--- src/rtl/ksz_init_pkg.sv ---
// Shared types and constants for the KSZ8851 init sequencer.
// Holds the step op encodings, the ROM entry layout, the FSM state type and
// the MAC register offsets used by the default step table.
package ksz_init_pkg;

  localparam int unsigned DW = 16;  // register data width
  localparam int unsigned AW = 8;   // register offset width
  localparam int unsigned SW = 6;   // step index width (up to 64 steps)

  typedef enum logic [1:0] {
    OP_WRITE  = 2'd0,
    OP_VERIFY = 2'd1,
    OP_RMW    = 2'd2,
    OP_DELAY  = 2'd3
  } op_e;

  // One ROM entry: VERIFY passes on (rdata & b) == a, RMW writes (rdata & ~b) | a,
  // DELAY waits a clocks.
  typedef struct packed {
    op_e           op;
    logic [AW-1:0] offset;
    logic [DW-1:0] a;
    logic [DW-1:0] b;
  } step_t;

  typedef enum logic [3:0] {
    S_WARM     = 4'd0,
    S_FETCH    = 4'd1,
    S_ISSUE    = 4'd2,
    S_WAIT_RSP = 4'd3,
    S_CHECK    = 4'd4,
    S_WB_ISSUE = 4'd5,
    S_WB_WAIT  = 4'd6,
    S_DELAY    = 4'd7,
    S_NEXT     = 4'd8,
    S_DONE     = 4'd9,
    S_ERROR    = 4'd10
  } state_e;

  localparam logic [AW-1:0] REG_CIDER  = 8'hC0;
  localparam logic [AW-1:0] REG_MARL   = 8'h10;
  localparam logic [AW-1:0] REG_MARM   = 8'h12;
  localparam logic [AW-1:0] REG_MARH   = 8'h14;
  localparam logic [AW-1:0] REG_TXFDPR = 8'h84;
  localparam logic [AW-1:0] REG_TXCR   = 8'h70;
  localparam logic [AW-1:0] REG_RXFDPR = 8'h86;
  localparam logic [AW-1:0] REG_RXFCTR = 8'h9C;
  localparam logic [AW-1:0] REG_RXCR1  = 8'h74;
  localparam logic [AW-1:0] REG_RXCR2  = 8'h76;
  localparam logic [AW-1:0] REG_RXQCR  = 8'h82;
  localparam logic [AW-1:0] REG_P1CR   = 8'hF6;
  localparam logic [AW-1:0] REG_ISR    = 8'h92;
  localparam logic [AW-1:0] REG_IER    = 8'h90;

  function automatic step_t mk_step(input op_e op, input logic [AW-1:0] off,
                                    input logic [DW-1:0] a, input logic [DW-1:0] b);
    step_t s;
    s.op     = op;
    s.offset = off;
    s.a      = a;
    s.b      = b;
    return s;
  endfunction

endpackage

--- src/rtl/ksz_init_if.sv ---
// Command/response port between the init sequencer and the bus controller.
//   cmd_*  : valid/ready command (wr, offset, length, wdata), master drives
//   rsp_*  : one-cycle completion pulse with read data, slave drives
interface ksz_init_if;
  import ksz_init_pkg::*;

  logic          cmd_valid;
  logic          cmd_ready;
  logic          cmd_wr;
  logic [AW-1:0] cmd_offset;
  logic          cmd_length;
  logic [DW-1:0] cmd_wdata;
  logic          rsp_valid;
  logic [DW-1:0] rsp_rdata;

  modport master (
    output cmd_valid, cmd_wr, cmd_offset, cmd_length, cmd_wdata,
    input  cmd_ready, rsp_valid, rsp_rdata
  );

  modport slave (
    input  cmd_valid, cmd_wr, cmd_offset, cmd_length, cmd_wdata,
    output cmd_ready, rsp_valid, rsp_rdata
  );

endinterface

--- src/rtl/ksz_init_rom.sv ---
// Combinational step table for the KSZ8851 bring-up sequence.
//   i_step    : step index
//   o_entry_c : ROM entry for i_step (combinational)
// Indices past the table return a short settle DELAY.
module ksz_init_rom
  import ksz_init_pkg::*;
(
  input  logic [SW-1:0] i_step,
  output step_t         o_entry_c
);

  always_comb begin
    o_entry_c = mk_step(OP_DELAY, '0, 16'h0008, '0);
    case (i_step)
      6'd0:  o_entry_c = mk_step(OP_VERIFY, REG_CIDER,  16'h8870, 16'hFFF0);
      6'd1:  o_entry_c = mk_step(OP_WRITE,  REG_MARL,   16'h89AB, 16'h0000);
      6'd2:  o_entry_c = mk_step(OP_WRITE,  REG_MARM,   16'h4567, 16'h0000);
      6'd3:  o_entry_c = mk_step(OP_WRITE,  REG_MARH,   16'h0123, 16'h0000);
      6'd4:  o_entry_c = mk_step(OP_WRITE,  REG_TXFDPR, 16'h4000, 16'h0000);
      6'd5:  o_entry_c = mk_step(OP_WRITE,  REG_TXCR,   16'h01EE, 16'h0000);
      6'd6:  o_entry_c = mk_step(OP_WRITE,  REG_RXFDPR, 16'h4000, 16'h0000);
      6'd7:  o_entry_c = mk_step(OP_WRITE,  REG_RXFCTR, 16'h0001, 16'h0000);
      6'd8:  o_entry_c = mk_step(OP_WRITE,  REG_RXCR1,  16'h74F2, 16'h0000);
      6'd9:  o_entry_c = mk_step(OP_WRITE,  REG_RXCR2,  16'h0016, 16'h0000);
      6'd10: o_entry_c = mk_step(OP_WRITE,  REG_RXQCR,  16'h0030, 16'h0000);
      6'd11: o_entry_c = mk_step(OP_RMW,    REG_P1CR,   16'h2000, 16'h0020);
      6'd12: o_entry_c = mk_step(OP_WRITE,  REG_ISR,    16'hFFFF, 16'h0000);
      6'd13: o_entry_c = mk_step(OP_WRITE,  REG_IER,    16'h6000, 16'h0000);
      6'd14: o_entry_c = mk_step(OP_RMW,    REG_TXCR,   16'h0001, 16'h0000);
      6'd15: o_entry_c = mk_step(OP_RMW,    REG_RXCR1,  16'h0001, 16'h0000);
      default: ;
    endcase
  end

endmodule

--- src/rtl/ksz_init_sequencer.sv ---
// Table-driven KSZ8851 register init sequencer.
//   i_clk40m, i_reset (async, active low), i_restart (re-run from step 0)
//   bus          : command/response master port
//   o_init_done  : sequence complete (sticky)
//   o_init_error : retries exhausted (sticky), o_err_step holds the failing step
//   o_cur_step   : step currently executing
module ksz_init_sequencer
  import ksz_init_pkg::*;
#(
  parameter int unsigned WARM_CYCLES    = 2097152,
  parameter int unsigned NUM_STEPS      = 20,
  parameter int unsigned TIMEOUT_CYCLES = 1024,
  parameter int unsigned MAX_RETRY      = 3
) (
  input  logic          i_clk40m,
  input  logic          i_reset,
  input  logic          i_restart,
  ksz_init_if.master    bus,
  output logic          o_init_done,
  output logic          o_init_error,
  output logic [SW-1:0] o_err_step,
  output logic [SW-1:0] o_cur_step
);

  localparam int unsigned WW  = (WARM_CYCLES > 1) ? $clog2(WARM_CYCLES) : 1;
  localparam int unsigned TOW = (TIMEOUT_CYCLES > 1) ? $clog2(TIMEOUT_CYCLES) : 1;
  // Shared timeout/delay counter must also cover a full DW-bit delay.
  localparam int unsigned TW  = (TOW > DW) ? TOW : DW;
  localparam int unsigned RW  = (MAX_RETRY > 0) ? $clog2(MAX_RETRY + 1) : 1;

  state_e          r_state, w_next_state;
  logic [WW-1:0]   r_warm;
  logic [TW-1:0]   r_cnt;
  logic [RW-1:0]   r_retry;
  logic [SW-1:0]   r_step;
  step_t           r_entry, w_rom;
  logic [DW-1:0]   r_rdata;
  logic            r_cmd_valid, r_cmd_wr;
  logic [AW-1:0]   r_cmd_offset;
  logic [DW-1:0]   r_cmd_wdata;
  logic            r_init_done, r_init_error;
  logic [SW-1:0]   r_err_step;
  logic            w_fail, w_timeout, w_restart, w_last, w_verify_ok, w_cnt_run;
  logic [DW-1:0]   w_rmw_data;

  ksz_init_rom u_rom (
    .i_step    (r_step),
    .o_entry_c (w_rom)
  );

  assign w_restart   = i_restart && (r_state != S_WARM);
  assign w_timeout   = (r_cnt == TW'(TIMEOUT_CYCLES - 1));
  assign w_last      = (r_step == SW'(NUM_STEPS - 1));
  assign w_verify_ok = ((r_rdata & r_entry.b) == r_entry.a);
  assign w_rmw_data  = (bus.rsp_rdata & ~r_entry.b) | r_entry.a;
  assign w_cnt_run   = (r_state == S_ISSUE) || (r_state == S_WAIT_RSP) ||
                       (r_state == S_WB_ISSUE) || (r_state == S_WB_WAIT) ||
                       (r_state == S_DELAY);

  // State register
  always_ff @(posedge i_clk40m or negedge i_reset) begin
    if (!i_reset) r_state <= S_WARM;
    else          r_state <= w_next_state;
  end

  // Next-state logic; a failure either retries the whole step or ends in ERROR
  always_comb begin
    w_next_state = r_state;
    w_fail       = 1'b0;
    case (r_state)
      S_WARM:     if (r_warm == WW'(WARM_CYCLES - 1)) w_next_state = S_FETCH;
      S_FETCH:    w_next_state = (w_rom.op == OP_DELAY) ? S_DELAY : S_ISSUE;
      S_ISSUE:    if (bus.cmd_ready) w_next_state = S_WAIT_RSP;
                  else if (w_timeout) w_fail = 1'b1;
      S_WAIT_RSP: if (bus.rsp_valid) begin
                    case (r_entry.op)
                      OP_VERIFY: w_next_state = S_CHECK;
                      OP_RMW:    w_next_state = S_WB_ISSUE;
                      default:   w_next_state = S_NEXT;
                    endcase
                  end else if (w_timeout) w_fail = 1'b1;
      S_CHECK:    if (w_verify_ok) w_next_state = S_NEXT;
                  else w_fail = 1'b1;
      S_WB_ISSUE: if (bus.cmd_ready) w_next_state = S_WB_WAIT;
                  else if (w_timeout) w_fail = 1'b1;
      S_WB_WAIT:  if (bus.rsp_valid) w_next_state = S_NEXT;
                  else if (w_timeout) w_fail = 1'b1;
      S_DELAY:    if ((r_cnt + TW'(1)) >= TW'(r_entry.a)) w_next_state = S_NEXT;
      S_NEXT:     w_next_state = w_last ? S_DONE : S_FETCH;
      default:    ;
    endcase
    if (w_fail) w_next_state = (r_retry < RW'(MAX_RETRY)) ? S_FETCH : S_ERROR;
    if (w_restart) begin
      w_next_state = S_FETCH;
      w_fail       = 1'b0;
    end
  end

  // Counters, captured entry/read data and registered outputs
  always_ff @(posedge i_clk40m or negedge i_reset) begin
    if (!i_reset) begin
      r_warm       <= '0;
      r_cnt        <= '0;
      r_retry      <= '0;
      r_step       <= '0;
      r_entry      <= '0;
      r_rdata      <= '0;
      r_cmd_valid  <= 1'b0;
      r_cmd_wr     <= 1'b0;
      r_cmd_offset <= '0;
      r_cmd_wdata  <= '0;
      r_init_done  <= 1'b0;
      r_init_error <= 1'b0;
      r_err_step   <= '0;
    end else begin
      if (r_state == S_WARM) r_warm <= r_warm + WW'(1);

      // Clears on every state change so each wait phase gets a fresh budget
      if (w_next_state != r_state) r_cnt <= '0;
      else if (w_cnt_run)          r_cnt <= r_cnt + TW'(1);

      if (r_state == S_FETCH) r_entry <= w_rom;
      if (r_state == S_WAIT_RSP && bus.rsp_valid) r_rdata <= bus.rsp_rdata;

      if (w_restart) begin
        r_step  <= '0;
        r_retry <= '0;
      end else if (r_state == S_NEXT) begin
        r_retry <= '0;
        if (!w_last) r_step <= r_step + SW'(1);
      end else if (w_fail && (w_next_state == S_FETCH)) begin
        r_retry <= r_retry + RW'(1);
      end

      r_cmd_valid <= (w_next_state == S_ISSUE) || (w_next_state == S_WB_ISSUE);
      if (r_state == S_FETCH && w_next_state == S_ISSUE) begin
        r_cmd_wr     <= (w_rom.op == OP_WRITE);
        r_cmd_offset <= w_rom.offset;
        r_cmd_wdata  <= (w_rom.op == OP_WRITE) ? w_rom.a : '0;
      end else if (r_state == S_WAIT_RSP && w_next_state == S_WB_ISSUE) begin
        r_cmd_wr     <= 1'b1;
        r_cmd_wdata  <= w_rmw_data;
      end

      r_init_done  <= (w_next_state == S_DONE);
      r_init_error <= (w_next_state == S_ERROR);
      if (w_restart) r_err_step <= '0;
      else if (w_next_state == S_ERROR && r_state != S_ERROR) r_err_step <= r_step;
    end
  end

  assign bus.cmd_valid  = r_cmd_valid;
  assign bus.cmd_wr     = r_cmd_wr;
  assign bus.cmd_offset = r_cmd_offset;
  assign bus.cmd_length = 1'b1;
  assign bus.cmd_wdata  = r_cmd_wdata;
  assign o_init_done    = r_init_done;
  assign o_init_error   = r_init_error;
  assign o_err_step     = r_err_step;
  assign o_cur_step     = r_step;

endmodule

--- src/flat_wrapper.sv ---
// flat-port wrapper written by rule: the top's interface ports become plain ports
module ksz_init_sequencer_flat import ksz_init_pkg::*;
#(
  parameter int unsigned WARM_CYCLES    = 2097152,
  parameter int unsigned NUM_STEPS      = 20,
  parameter int unsigned TIMEOUT_CYCLES = 1024,
  parameter int unsigned MAX_RETRY      = 3
)
  (i_clk40m, i_reset, i_restart, o_init_done, o_init_error, o_err_step, o_cur_step, bus_cmd_valid, bus_cmd_wr, bus_cmd_offset, bus_cmd_length, bus_cmd_wdata, bus_cmd_ready, bus_rsp_valid, bus_rsp_rdata);
  ksz_init_if bus_i ();
  input  logic i_clk40m;
  input  logic i_reset;
  input  logic i_restart;
  output logic o_init_done;
  output logic o_init_error;
  output logic [SW-1:0] o_err_step;
  output logic [SW-1:0] o_cur_step;
  output wire logic [$bits(bus_i.cmd_valid)-1:0] bus_cmd_valid;
  output wire logic [$bits(bus_i.cmd_wr)-1:0] bus_cmd_wr;
  output wire logic [$bits(bus_i.cmd_offset)-1:0] bus_cmd_offset;
  output wire logic [$bits(bus_i.cmd_length)-1:0] bus_cmd_length;
  output wire logic [$bits(bus_i.cmd_wdata)-1:0] bus_cmd_wdata;
  input wire logic [$bits(bus_i.cmd_ready)-1:0] bus_cmd_ready;
  input wire logic [$bits(bus_i.rsp_valid)-1:0] bus_rsp_valid;
  input wire logic [$bits(bus_i.rsp_rdata)-1:0] bus_rsp_rdata;
  assign bus_cmd_valid = bus_i.cmd_valid;
  assign bus_cmd_wr = bus_i.cmd_wr;
  assign bus_cmd_offset = bus_i.cmd_offset;
  assign bus_cmd_length = bus_i.cmd_length;
  assign bus_cmd_wdata = bus_i.cmd_wdata;
  assign bus_i.cmd_ready = bus_cmd_ready;
  assign bus_i.rsp_valid = bus_rsp_valid;
  assign bus_i.rsp_rdata = bus_rsp_rdata;
  ksz_init_sequencer #(.WARM_CYCLES(WARM_CYCLES), .NUM_STEPS(NUM_STEPS), .TIMEOUT_CYCLES(TIMEOUT_CYCLES), .MAX_RETRY(MAX_RETRY)) u_core (.i_clk40m(i_clk40m), .i_reset(i_reset), .i_restart(i_restart), .bus(bus_i), .o_init_done(o_init_done), .o_init_error(o_init_error), .o_err_step(o_err_step), .o_cur_step(o_cur_step));
endmodule
--- config.mk ---
export PLATFORM = sky130hd
export DESIGN_NAME = ksz_init_sequencer_flat
export DESIGN_NICKNAME = d
export VERILOG_FILES = /design/src/rtl/ksz_init_pkg.sv /design/src/rtl/ksz_init_if.sv /design/src/rtl/ksz_init_rom.sv /design/src/rtl/ksz_init_sequencer.sv /design/src/flat_wrapper.sv
export SDC_FILE = /design/constraint.sdc
export NUM_CORES = 1
export LEC_CHECK = 0
export BUFFER_PORTS_ARGS = -buffer_cell sky130_fd_sc_hd__buf_2
export CORE_UTILIZATION = 62
export CTS_BUF_LIST = sky130_fd_sc_hd__clkbuf_4 sky130_fd_sc_hd__clkbuf_8
export DETAILED_ROUTE_END_ITERATION = 10
export PLACE_DENSITY_LB_ADDON = 0.05
export RECOVER_POWER = 100
export REMOVE_ABC_BUFFERS = 1
export SYNTH_ARGS = -nofsm -noshare
export SYNTH_HDL_FRONTEND = slang
export SYNTH_SLANG_ARGS = --single-unit
export TNS_END_PERCENT = 5
--- constraint.sdc ---
create_clock -name i_clk40m -period 5.4 [get_ports i_clk40m]
set_input_delay 1.08 -clock i_clk40m [delete_from_list [all_inputs] [get_ports i_clk40m]]
set_output_delay 1.08 -clock i_clk40m [all_outputs]
set_load 0.02 [all_outputs]
==> impl_metrics.ini, run 1 <==
[final_layout]
fin_area_mm2 = 0.00736
drive_gt1_frac = 0.108
antenna_cells = 0
areaGrowthSynthToFinish_pct = 9.33
final_nets = 820

[drt]
vias = 5549
route.detailed.drc = 0
antenna_left = 0
avgViaCountPerCell = 6.01
route.met3.wl_um = 725
routed-wl-met2_mm = 7.45
drt_iter0_drc = 364
drt-met1-wl_mm = 7.36
drt_wl_total_mm = 16.0
wl_per_cell_um = 17.4
top_layer = met4
first_pass_iters = 5

[sta]
slew_viol_final = 71
fin_skew_ns = 0.00822
rsz0062_at_grt = false
fmax_mhz = 204
max_slew_margin = -1.47
tns_ns = 0
fin_ws_ns = 0.504
finalHoldViolCount = 0
setup_viol = 0
min_period_over_period = 0.907
tightest_slew_ns = 3.70
fin_crit_ns = 4.90

[power]
p_leak_nw = 3.36
ir_drop_v = 0.000335
power.density_mw_per_mm2 = 500
p_total_mw = 3.68

[worst_setup_path]
worstPathArrival_ns = 5.21
r2r-start = u_core.r_cnt[2]
critPathLaunch = u_core.r_cnt[2]
crit_fanout = 17
startpoint_type = flop
path_class = flop to flop
critPathCaptureType = flop
rrSetupSlack_ns = 0.50
cp_data_required_time_ns = 5.71
reg2reg_to = u_core.bus.cmd_wr
ff2ff_path_depth = 17

[clock_tree]
clock_path_buffers = 2
insertion_delay_ns = 0.45
clock_sinks = 113
cts_tree = yes
cts_hold_buf = 0
cts-resized-gates = 0
post_cts_buffers = 0
cts_buffers = 17
cts-root-buf = clkbuf_8
cts.clk_slew.worst_paths_ns = 0.07
cts_max_level = 4

[synthesis]
synth_area_leader_cell = dfrtp_1
synth-edff-count = 0
async_reset_ff_frac = 1.00
yosysUniqueCellTypes = 77
syn_inst = 734
ys.flop_type = dfrtp_1
ys.warnings.count = 0
netlist.area_leader.share = 0.420
ys_ff_latch = 113
synth-seq-area-share = 0.420
syn_area_mm2 = 0.00673
synth_area_leaders = dfrtp_1 (42%), nor2_1 (4.6%), xnor2_1 (4.6%)
synthTopCellsByCount = dfrtp_1 (113), nor2_1 (83), nand2_1 (74)
yosys.cell_count.top_type = dfrtp_1
syn-mean-instance-area_um2 = 9.17

[global_route]
grt_pass1_wl_mm = 26.5
grt_remaining_overflow = 0
antenna_found_initial = 0
grt_max_degree = 71
grt_pass1_vias = 5418
track_usage = 0.304

[floorplan]
start_util = 0.646
core_area_mm2 = 0.0104
chipHeight_um = 106
die_w_um = 106
fp.dieArea_mm2 = 0.0113
top_level_ports = 62
rows = 37

[placement]
globalplace.congestion = 0.895
preCtsSetupSlack_ns = 0.795
numPortBuffers = 59
placed_cell_area_mm2 = 0.00704
dp_hpwl_mm = 11.4

[min_path]
holdPathStages = 1
min_from = u_core.r_warm[14]
hold_end = u_core.r_warm[14]
hold_path.class = flop to flop

[status]
violations = capacitance limit, slew limit
outcome = finished, violations left

[flow_run]
cap_violations = 1
## worst max-delay path: stages, from the launching register on
cell       delay (ns)
dfrtp_1          0.41
nand3_1          0.15
nor2_1           0.29
and3_1           0.27
and3_1           0.26
and2_1           0.20
nand2_1          0.08
xnor2_1          0.15
ha_1             0.30
nand4_1          0.12
nor4bb_1         0.31
o2bb2ai_1        0.17
o21ai_0          0.23
a211oi_1         0.40
o221ai_1         0.37
a31oi_4          0.62
clkbuf_2         0.32
a22oi_1          0.11
## final cells by class
cell class	count	area, um^2
clock inverter	9	129
inverter	28	105
clock buffer	23	304
sequential	113	2830
fill	853	3050
timing repair buffer	63	273
multi-input combinational	552	3550
tap	136	170
## registers in the layout, indices dropped and copies added (netlist names)
name and cells:
u_core.r_warm 21, u_core.r_entry 19, u_core.bus.cmd_wdata 16, u_core.r_cnt 16
u_core.r_rdata 12, u_core.bus.cmd_offset 7, u_core.o_cur_step 6, u_core.o_err_step 6
u_core.r_state 4, u_core.r_retry 2, u_core.bus.cmd_valid 1, u_core.bus.cmd_wr 1
u_core.o_init_done 1, u_core.o_init_error 1
## cell families (layout without fill, tap and decap cells)
logic type               Yosys count  count (layout)  synth area share
other                              2               2           0.00112
flip-flops                       113             113             0.420
multiplexers                      26              26            0.0427
adder cells (fa/ha/maj)           24              24            0.0446
XOR/XNOR                          64              64            0.0832
buffers and inverters             69             123            0.0448
AO/OA/AOI/OAI                    155             155             0.152
AND/OR/NAND/NOR                  281             281             0.212
## how the worst max path moves through the flow
stage                          endpoint  slack, ns  cells after the start
2_1_floorplan  u_core.bus.cmd_wdata[12]       0.70                     16
3_3_place_gp    u_core.bus.cmd_wdata[7]       0.93                     16
3_5_place_dp    u_core.bus.cmd_wdata[7]       0.79                     16
4_1_cts                 u_core.r_cnt[1]       0.76                     17
5_1_grt                 u_core.r_cnt[5]       0.11                     17
6_report              u_core.bus.cmd_wr       0.50                     17
## stage by stage
stage | std cells | hold slack (ns) | utilization
final | 924 | 0.466 | 0.707
after global routing | 924 | 0.496 | 0.707
after CTS | 924 | 0.472 | 0.718
after detailed placement | 892 | 0.458 | 0.676
after global placement | 892 | 0.452 | 0.676
after floorplan | 693 | 0.438 | -
## layer usage
metal | up-vias | track usage
li1 | 2661 | -
met4 | 0 | 0.142
met2 | 142 | 0.482
met1 | 2702 | 0.390
met5 | - | 0
met3 | 44 | 0.0791
## power by group
part           switching (mW)  total [mW]  internal [mW]
combinational           0.937        1.49          0.556
sequential              0.259        1.33           1.07
clock                   0.347       0.861          0.514
## cells in the final DEF, fill, tap and decap left out, types with 6 or more instances in the layout
| master | count |
|---|---|
| a21o_1 | 8 |
| a21oi_1 | 26 |
| a2bb2oi_1 | 6 |
| a31oi_1 | 13 |
| and3_1 | 13 |
| buf_2 | 19 |
| clkbuf_1 | 40 |
| clkbuf_8 | 21 |
| dfrtp_1 | 113 |
| ha_1 | 24 |
| inv_1 | 28 |
| mux2_2 | 18 |
| mux2i_1 | 7 |
| nand2_1 | 74 |
| nand2b_1 | 11 |
| nand3_1 | 33 |
| nand4_1 | 14 |
| nor2_1 | 84 |
| nor2b_1 | 6 |
| nor4_1 | 6 |
| o211ai_1 | 6 |
| o21ai_0 | 51 |
| o22ai_1 | 8 |
| o31ai_1 | 7 |
| xnor2_1 | 35 |
| xor2_1 | 29 |
No activity file was read; power rests on OpenSTA's default activity.
==> run 2: changes to the inputs <==
--- a/config.mk
+++ b/config.mk
@@ -5,10 +5,11 @@
 export SDC_FILE = /design/constraint.sdc
 export NUM_CORES = 1
 export LEC_CHECK = 0
-export BUFFER_PORTS_ARGS = -buffer_cell sky130_fd_sc_hd__buf_2
-export CORE_UTILIZATION = 62
+export ABC_AREA = 0
+export CORE_UTILIZATION = 65
 export CTS_BUF_LIST = sky130_fd_sc_hd__clkbuf_4 sky130_fd_sc_hd__clkbuf_8
 export DETAILED_ROUTE_END_ITERATION = 10
+export DONT_BUFFER_PORTS = 1
 export PLACE_DENSITY_LB_ADDON = 0.05
 export RECOVER_POWER = 100
 export REMOVE_ABC_BUFFERS = 1
==> constraint.sdc (replaced) <==
create_clock -name i_clk40m -period 5.89 [get_ports i_clk40m]
set_input_delay 1.178 -clock i_clk40m [delete_from_list [all_inputs] [get_ports i_clk40m]]
set_output_delay 1.178 -clock i_clk40m [all_outputs]
set_load 0.02 [all_outputs]
==> run 2 against run 1 <==
The flow now finishes without violations. Largest power group is now registers. Via count decreased by 3.6%. Cell count fell by 6.9%. Die area fell by 4.5%. Sequential share of layout area up 1.6 points. Global-route usage is 0.88 points lower. Non-clock buffer count shrank 61. Flip-flop and latch count unchanged.
==> impl_metrics.ini, run 2 (synthesis results as in run 1) <==
[power]
switching_share = 0.424
power_frac_comb = 0.364
switching_power_mw = 1.37
p_total_mw = 3.23
p_int_mw = 1.86
pwr-share-seq = 0.408
share_clk_of_total_power = 0.228
ir_drop_v = 0.000258
p_leak_nw = 3.21
power.density_mw_per_mm2 = 458

[floorplan]
fp.dieArea_mm2 = 0.0108
chipHeight_um = 104
core_area_mm2 = 0.00991
die_w_um = 104
start_util = 0.680
top_level_ports = 62
rows = 36

[worst_setup_path]
crit_fanout = 45
critPathCaptureType = flop
critical_path.max_stage_delay_ns = 0.50
r2r-start = u_core.r_cnt[0]
critPathLaunch = u_core.r_cnt[0]
path_class = flop to flop
worstPathArrival_ns = 5.39
cp_data_required_time_ns = 6.21
startpoint_type = flop
path_cells = ha_1, nand3_1, nor2_1, nand3_1, or2_2, nor2_1, xor2_1, ha_1, a21o_1, a21oi_1, nand4_1, o21ai_0, a211oi_1, o211a_1, clkbuf_2, nand4_1, o21ai_0, mux2_1
slowest_stage = clkbuf_2

[placement]
globalplace.congestion = 0.933
dp_hpwl_mm = 10.6
dp.cells = 828
numPortBuffers = 0
placed_cell_area_mm2 = 0.00673

[sta]
rsz0062_at_grt = false
min_period_over_period = 0.861
max_slew_margin = 0.152
fin_crit_ns = 5.07
setup_viol = 0
finalHoldViolCount = 0
tns_ns = 0
fmax_mhz = 197
slew_viol_final = 0
fin_skew_ns = 0.00834
tightest_slew_ns = 1.27

[drt]
wl_per_cell_um = 17.6
drt_iter0_drc = 365
first_pass_iters = 5
vias = 5350
route.detailed.drc = 0
avgViaCountPerCell = 6.22
antenna_left = 0
drt_wl_total_mm = 15.1

[clock_tree]
cts_buffers = 17
cts-resized-gates = 0
cts_max_level = 4
post_cts_buffers = 0
cts_tree = yes
clock_sinks = 113
cts_hold_buf = 0
cts.clk_slew.worst_paths_ns = 0.07
clock_path_buffers = 2
cts-root-buf = clkbuf_8
insertion_delay_ns = 0.44

[global_route]
track_usage = 0.296
grt_pass1_wl_mm = 25.2
antenna_found_initial = 0
grt_max_degree = 114
grt_remaining_overflow = 0
grt_pass1_vias = 5180

[final_layout]
n_fill_cell = 773
antenna_cells = 0
final_nets = 759
areaGrowthSynthToFinish_pct = 4.89
top_register = u_core.r_warm
drive_gt1_frac = 0.0867
layout_commonest_cell = dfrtp_1
largest_register_ffs = 21
stdcell_count = 860
reg_top3 = u_core.r_warm x21, u_core.r_entry x19
fin_area_mm2 = 0.00706
layout.cells.most_common_list = dfrtp_1 (113), nor2_1 (84), nand2_1 (74)

[status]
outcome = finished, final reports clean

[min_path]
hold_path.class = input pin to asynchronous set/reset pin

[flow_run]
cap_violations = 0
run 2: cell count changes in the layout (fill, tap and decap cells not counted), sizes merged:
cell      previous run  this run
buf                 22         0
inv                 28        29
clkbuf              64        19
clkinv               4         7
clkinvlp             2         4
run 2: worst max-delay path, delay by kind of cell (launching register included):
family / cells / cell delay (ns)
and+or+nand+nor: 7 / 1.55
AOI/OAI and AO/OA: 6 / 1.49
adders and majority gates: 2 / 0.50
buffers and inverters: 1 / 0.50
DFF: 1 / 0.41
muxes: 1 / 0.31
xor gates and xnor gates: 1 / 0.18
run 2: metal layers:
layer | vias up | part of all wire | track usage
met5 | - | 0 | 0
met4 | 0 | 0.016 | 0.105
met3 | 23 | 0.066 | 0.0749
met2 | 171 | 0.49 | 0.497
met1 | 2619 | 0.43 | 0.371
li1 | 2537 | - | -
run 2: worst paths after layout:
| check | endpoint | slack [ns] | depth (start not counted) |
|---|---|---|---|
| max | u_core.bus.cmd_wdata[10] | 0.82 | 18 |
| min | u_core.r_rdata[15] | 0.43 | 0 |
| max reg2reg | u_core.bus.cmd_wdata[10] | 0.82 | 18 |
| min reg2reg | u_core.r_warm[17] | 0.48 | 1 |
| max in group asynchronous | u_core.bus.cmd_offset[3] | 5.30 | 0 |
| min in group i_clk40m | u_core.r_warm[17] | 0.48 | 1 |
run 2: power by group through the flow:
stage,sequential (mW),clock [mW],combinational [mW]
6_report,1.32,0.736,1.18
5_1_grt,1.35,0.785,1.31
4_1_cts,1.32,0.750,1.21
3_5_place_dp,1.33,0,1.21
3_3_place_gp,1.32,0,1.17
2_1_floorplan,1.26,0,0.947
run 2: cell type report:
cell class                 instances  area [um^2]  share of cell area
multi-input combinational        552         3550               0.503
inverter                          28          105              0.0149
timing repair buffer               2         8.76             0.00124
clock inverter                    15          168              0.0237
sequential                       113         2830               0.400
tap                              133          166              0.0236
clock buffer                      17          234              0.0331
run 2: through the flow:
step	util	hold WS, ns	worst slack [ns]
6_report	0.713	0.429	0.821
5_1_grt	0.713	0.406	0.365
4_1_cts	0.719	0.404	1.06
3_5_place_dp	0.679	0.463	1.08
3_3_place_gp	0.679	0.452	1.26
2_1_floorplan	-	0.438	1.19
